<file path="config.mk">
export PLATFORM = sky130hd
export DESIGN_NAME = alu_issue
export DESIGN_NICKNAME = d
export VERILOG_FILES = /design/src/rtl/alu_issue.sv
export SDC_FILE = /design/constraint.sdc
export NUM_CORES = 1
export LEC_CHECK = 0
export ABC_AREA = 1
export BUFFER_PORTS_ARGS = -buffer_cell sky130_fd_sc_hd__buf_2
export CORE_MARGIN = 2
export CORE_UTILIZATION = 46
export CTS_CLUSTER_DIAMETER = 100
export CTS_CLUSTER_SIZE = 12
export DETAILED_ROUTE_END_ITERATION = 7
export PLACE_DENSITY = 0.78
export SLEW_MARGIN = 0
export SYNTH_ARGS = -nofsm -noshare
export SYNTH_HDL_FRONTEND = slang
export SYNTH_SLANG_ARGS = --single-unit
</file>
<file path="constraint.sdc">
create_clock -name clk -period 1.33 [get_ports clk]
set_input_delay 0.3325 -clock clk [delete_from_list [all_inputs] [get_ports clk]]
set_output_delay 0.3325 -clock clk [all_outputs]
set_load 0.03 [all_outputs]
</file>
<file path="src/rtl/alu_issue.sv">
// RV32I integer issue stage: decodes OP/OP-IMM/LUI/AUIPC into ALU controls behind a one-entry skid-free register.
// Optional macro STRICT_FUNCT7_EN flags non-base funct7 encodings as illegal.
module alu_issue #(
  parameter int DATA_W = 32
) (
  input  logic              clk,
  input  logic              rst_n,
  input  logic              in_valid,
  output logic              in_ready,
  input  logic [31:0]       instr,
  input  logic [DATA_W-1:0] pc,
  input  logic [DATA_W-1:0] rs1_data,
  input  logic [DATA_W-1:0] rs2_data,
  output logic              out_valid,
  input  logic              out_ready,
  output logic [3:0]        alu_op,
  output logic [DATA_W-1:0] in1,
  output logic [DATA_W-1:0] in2,
  output logic [4:0]        rd,
  output logic              wb_en,
  output logic              illegal
);

  localparam logic [6:0] OPC_OP    = 7'b0110011;
  localparam logic [6:0] OPC_OPIMM = 7'b0010011;
  localparam logic [6:0] OPC_LUI   = 7'b0110111;
  localparam logic [6:0] OPC_AUIPC = 7'b0010111;
  localparam logic [3:0] OP_ADD    = 4'b0000;

  logic [6:0]               opcode;
  logic [2:0]               funct3;
  logic signed [DATA_W-1:0] imm_i;
  logic signed [DATA_W-1:0] imm_u;
  logic [DATA_W-1:0]        shamt;

  logic [3:0]               alu_op_p0;
  logic [DATA_W-1:0]        in1_p0;
  logic [DATA_W-1:0]        in2_p0;
  logic                     ill_p0;
  logic                     wb_en_p0;

  logic                     vld_p1;
  logic [3:0]               alu_op_p1;
  logic [DATA_W-1:0]        in1_p1;
  logic [DATA_W-1:0]        in2_p1;
  logic [4:0]               rd_p1;
  logic                     wb_en_p1;
  logic                     ill_p1;

  logic                     xfer_in;

  assign opcode = instr[6:0];
  assign funct3 = instr[14:12];
  assign imm_i  = {{(DATA_W-11){instr[31]}}, instr[30:20]};
  assign imm_u  = {{(DATA_W-31){instr[31]}}, instr[30:12], 12'b0};
  assign shamt  = {{(DATA_W-5){1'b0}}, instr[24:20]};

  // Stage p0: combinational decode of the offered instruction
  always_comb begin
    alu_op_p0 = OP_ADD;
    in1_p0    = '0;
    in2_p0    = '0;
    ill_p0    = 1'b0;
    case (opcode)
      OPC_OP: begin
        alu_op_p0 = {instr[30], funct3};
        in1_p0    = rs1_data;
        in2_p0    = rs2_data;
`ifdef STRICT_FUNCT7_EN
        if (!((instr[31:25] == 7'b0000000) ||
              ((instr[31:25] == 7'b0100000) && ((funct3 == 3'b000) || (funct3 == 3'b101)))))
          ill_p0 = 1'b1;
`endif
      end
      OPC_OPIMM: begin
        in1_p0 = rs1_data;
        if ((funct3 == 3'b001) || (funct3 == 3'b101)) begin
          alu_op_p0 = {instr[30], funct3};
          in2_p0    = shamt;
`ifdef STRICT_FUNCT7_EN
          if ((funct3 == 3'b001) && (instr[31:25] != 7'b0000000))
            ill_p0 = 1'b1;
          if ((funct3 == 3'b101) && (instr[31:25] != 7'b0000000) && (instr[31:25] != 7'b0100000))
            ill_p0 = 1'b1;
`endif
        end else begin
          // bit 30 is immediate data here, never a SUB selector
          alu_op_p0 = {1'b0, funct3};
          in2_p0    = imm_i;
        end
      end
      OPC_LUI: begin
        in2_p0 = imm_u;
      end
      OPC_AUIPC: begin
        in1_p0 = pc;
        in2_p0 = imm_u;
      end
      default: ill_p0 = 1'b1;
    endcase
    if (ill_p0) begin
      alu_op_p0 = OP_ADD;
      in1_p0    = '0;
      in2_p0    = '0;
    end
  end

  assign wb_en_p0 = ~ill_p0 & (instr[11:7] != 5'd0);
  assign in_ready = ~vld_p1 | out_ready;
  assign xfer_in  = in_valid & in_ready;

  // Stage p1: registered entry presented to the ALU
  always_ff @(posedge clk or negedge rst_n) begin
    if (!rst_n) begin
      vld_p1    <= 1'b0;
      alu_op_p1 <= OP_ADD;
      in1_p1    <= '0;
      in2_p1    <= '0;
      rd_p1     <= 5'd0;
      wb_en_p1  <= 1'b0;
      ill_p1    <= 1'b0;
    end else if (xfer_in) begin
      vld_p1    <= 1'b1;
      alu_op_p1 <= alu_op_p0;
      in1_p1    <= in1_p0;
      in2_p1    <= in2_p0;
      rd_p1     <= instr[11:7];
      wb_en_p1  <= wb_en_p0;
      ill_p1    <= ill_p0;
    end else if (out_ready) begin
      vld_p1    <= 1'b0;
    end
  end

  assign out_valid = vld_p1;
  assign alu_op    = alu_op_p1;
  assign in1       = in1_p1;
  assign in2       = in2_p1;
  assign rd        = rd_p1;
  assign wb_en     = wb_en_p1;
  assign illegal   = ill_p1;

endmodule

</file>
# After elaboration in Yosys (flattened, before gate mapping)
# Index checks and enable logic that the tools add are counted.
[op_classes] n_eq_ne=6 n_bitwise=4 n_reduce_logical=6 muxes=11
[ops] cell="$mux W32" count=3
[ops] cell="$pmux W32 S3" count=1
[ops] cell="$pmux W32 S2" count=1
[ops] cell="$eq A7 B5 Y1 const B" count=2
[ops] cell="$eq A7 B6 Y1 const B" count=2
[ops] cell="$mux W4" count=2
[ops] cell="$pmux W4 S2" count=1
[ops] cell="$reduce_bool A5 Y1" count=1
[ops] cell="$reduce_or A2 Y1" count=2
[ops] cell="$reduce_or A4 Y1" count=1
[ops] cell="$eq A3 B1 Y1 const B" count=1
[ops] cell="$eq A3 B3 Y1 const B" count=1
[ops] cell="$mux W1" count=3
[ops] cell="$and A1 B1 Y1" count=2
[ops] cell="$reduce_bool A2 Y1" count=1
[ops] cell="$logic_or A1 B1 Y1" count=1
[ops] cell="$not A1 Y1" count=1
[ops] cell="$or A1 B1 Y1" count=1
[word_totals] in_bits=132 output_inout_bits=77 wordCells=34 register_bits=76

# Logic depth before layout (Yosys ltp)
[logic_depth] word_depth=5 ltp_mapped=9 mapped_depth_nobuf=7

# Least setup slack after synthesis
# Ideal clock, no wire load.
[synth_path] kind="reg2reg" startpoint="register vld_p1, in the netlist out_valid" endpoint="register vld_p1, in the netlist out_valid" path_stages_with_launch=6 path_buffers=2 arrival_time_ps=1416 path_slack_ps=-219 path_cell_list="dfrtp_1 > nand2_1 > nand2_2 > buf_2 > buf_2 > nand2_1"
[synth_between] elab_chain_len=4 elab_cells_between_ends=5
[synth_rtl] item="from (decl)" line="42" source="logic vld_p1;"
[synth_rtl] item="from (signal assigned)" line="115" source="vld_p1 <= 1'b0;"
[synth_rtl] item="from (signal assigned)" line="123" source="vld_p1 <= 1'b1;"
[synth_rtl] item="from (signal assigned)" line="131" source="vld_p1 <= 1'b0;"
[synth_rtl] item="$not A1 Y1 (*)" line="109" source="assign in_ready = ~vld_p1 | out_ready;"
[synth_rtl] item="$or A1 B1 Y1 (*)" line="109"
[synth_rtl] item="net in_ready" line="9" source="output logic in_ready,"
[synth_rtl] item="$and A1 B1 Y1 (*)" line="110" source="assign xfer_in = in_valid & in_ready;"
[synth_rtl] item="$mux W1 / $reduce_bool A2 Y1 (equally long branches)"
# Mark *: on every way through the listed nets, which the timed path passes. The rest lies on a longest branch.
# A chain may end at the register's enable or synchronous reset.

# Final worst setup path
[layout_path] startpoint="register vld_p1, in the netlist out_valid" endpoint="output port in_ready"
[layout_between] elab_chain_len=2
[layout_rtl] item="$not A1 Y1" line="109"
[layout_rtl] item="$or A1 B1 Y1" line="109"
[layout_rtl] item="to (decl)" line="9"
# No other way between the ends.

==> results_dict.tcl <==
set metrics [dict create \
    outcome "complete, but fails checks" \
    violations "hold timing" \
    avgViaCountPerCell 5.25 \
    grt_max_degree 77 \
    finalSetupViolCount 0 \
    startpoint_type "flop" \
    synth_cells 565 \
    rr_worst_depth 6 \
    crit_end "in_ready" \
    final-seq-area_um2 1900 \
    grt_first_pass_wirelength_um 20800 \
    hpwlAfterDp_um 9130 \
    pre_cts_ws_ns -0.121 \
    critical_path_class "flop to primary output" \
    final_core_util 0.659 \
    leakagePower_nw 3.50 \
    ys.warnings.count 0 \
    antenna_left 0 \
    die-area_um2 9540 \
    path_max_fanout 3 \
    synth_seq_cells 76 \
    r2r_start "out_valid" \
    io_pins 209 \
    max_stage_delay_ns 0.43 \
    drc 0 \
    cp.required_ns 1.00 \
    wl_um 12700 \
    slew_headroom 0.721 \
    synth_area_leaders "dfrtp_1, nand2_1, nand3_1, buf_2, buf_6" \
    synth_cell_types 18 \
    fin_ws_ns 0.0328 \
    io_buffers 208 \
    synthFlopType "dfrtp_1" \
    synth_fp_nets 697 \
    power.density_nw_per_um2 961 \
    cap_violations 0 \
    synthTopCellsByCount "nand2_1, nand3_1, dfrtp_1" \
    worstSetupStartpoint "out_valid" \
    htree_levels 3 \
    slowest_stage "dfrtp_2" \
    grt.overflow.total 0 \
    ir_drop_mv 0.580 \
    die_w_um 97.7 \
    syn2layout_area_growth_pct 40.4 \
    root_buffer "clkbuf_8" \
    rows 34 \
    finalMaxSlewViolations 0 \
    die_h_um 97.7 \
    max_freq_ghz 0.771 \
    min_path_type "input port to asynchronous set/reset pin" \
    core_area_um2 8590 \
    fin_tns_setup_ns 0 \
    path_cells "nand2_4, buf_6" \
    multi_input_area_um2 1870 \
    finalClockSkew_ns 0.00993 \
    async_reset_ff_frac 1.00 \
    grt_util_all_layers 0.266 \
    cts_tree "done" \
    dr.pass1.iters 5 \
    clk_latency_ns 0.34 \
    nets 902 \
    ys_seq_area_frac 0.471 \
    fin_total_pwr_mw 5.44 \
    diodes 0 \
    gp_congestion 0.933 \
    nFillCells 743 \
    path_clk_slew_ns 0.08 \
    drt_iter0_drc 292 \
    hold_violations 7 \
    synth_area_um2 4040 \
    cts_buffers 9 \
    cp-end-kind "primary output" \
    r2r_slack_ns 0.10 \
    synth_top_cell_area_share 0.471 \
    rsz0062_at_grt "true" \
    drive_above_1_share 0.342 \
    clkSinkCount 76 \
    post-route-min-period_ns 1.30 \
    tightest_slew_ns 0.419 \
    synth_top_area_cell "dfrtp_1" \
    via_count 4637 \
    r2r_end "alu_op[3]" \
    grt_pass1_vias 4376 \
    start_util 0.470 \
    whs_ns -0.0169 \
    clockBufferDepth 2 \
    timing.final.crit_share 0.975 \
    antenna_found_initial 0 \
    wl_per_cell_um 14.3 \
    synth-edff-count 0 \
    syn_area_per_cell_um2 7.14 \
    yosysMostFrequentCell "nand2_1" \
    crit_arrival_ns 0.96 \
]
[layout by cell type (no fill, tap or decap)]
cell / n
nand2_1: 260
buf_2: 206
nand3_1: 146
dfrtp_1: 75
buf_12: 14
buf_4: 12
inv_1: 11
clkbuf_8: 11
o21ai_1: 7
nor2_1: 6
nand2_2: 3
nor2_2: 3
o21ai_0: 3
bufinv_16: 3
inv_2: 2
nor2_4: 2
buf_6: 2
nand2_4: 1
inv_4: 1
nor3_2: 1
or2_2: 1
nand4_1: 1
clkinv_2: 1
clkbuf_1: 1
clkbuf_16: 1
dfrtp_2: 1
[per-layer routing]
metal  vias to the layer above  share of wire  GRT usage
met5                         -              0          0
li1                       2224              -          -
met4                         0          0.020     0.0908
met1                      2128           0.40      0.354
met3                        28          0.091     0.0547
met2                       257           0.49      0.437
[registers in the layout, summed over array words and instances, names as in the netlist]
signal	count
out_valid	1
alu_op	4
in2	32
in1	32
illegal	1
rd	5
wb_en	1
[report_power, final]
group | switching [mW] | internal, mW
Combinational | 0.537 | 0.342
Clock | 0.823 | 1.35
Sequential | 0.0322 | 2.36
[worst min-delay path by stage]
| stage | to | slack (ns) |
|---|---|---|
| after floorplan | alu_op[0] | 0.04 |
| after global placement | in2[16] | 0.38 |
| after detailed placement | in1[11] | 0.39 |
| after CTS | in1[11] | 0.01 |
| after global routing | alu_op[0] | 0.03 |
| final | in1[11] | -0.02 |
[worst max-delay path, delay by kind of cell, from the launching register on]
kind	cells	cell delay, ns
buffers and inverters	1	0.13
flip-flops	1	0.43
AND/OR/NAND/NOR	1	0.08
[per-stage QoR]
stage,cell area (um^2),std cells
CTS,5620,881
global placement,5370,865
finish,5670,883
floorplan,4040,565
detailed placement,5370,865
global route,5670,883
[final cells by class]
cell class,count,area share
flip-flops and latches,76,0.336
inverters,14,0.00972
multi-input cells,434,0.331
well taps,108,0.0239
clock inverters,4,0.0168
clock buffers,12,0.0274
repair buffers,235,0.256
[what timing repair did]
item | 4_1_cts | 5_1_grt
gates cloned | 0 | 1
pin swaps | 0 | 1
gates resized for setup | 2 | 3
setup endpoints to repair | 1 | 11
setup buffers | 0 | 1
hold buffers | 0 | 0
[kinds of logic (layout without fill, tap and decap cells)]
| kind of cell | count (synthesis) | count (layout) | synth area share |
|---|---|---|---|
| compound gates | 10 | 10 | 0.0124 |
| buf+inv | 55 | 265 | 0.0688 |
| flops | 76 | 76 | 0.471 |
| simple gates | 424 | 424 | 0.447 |
Power figures use the tool's default switching activity.
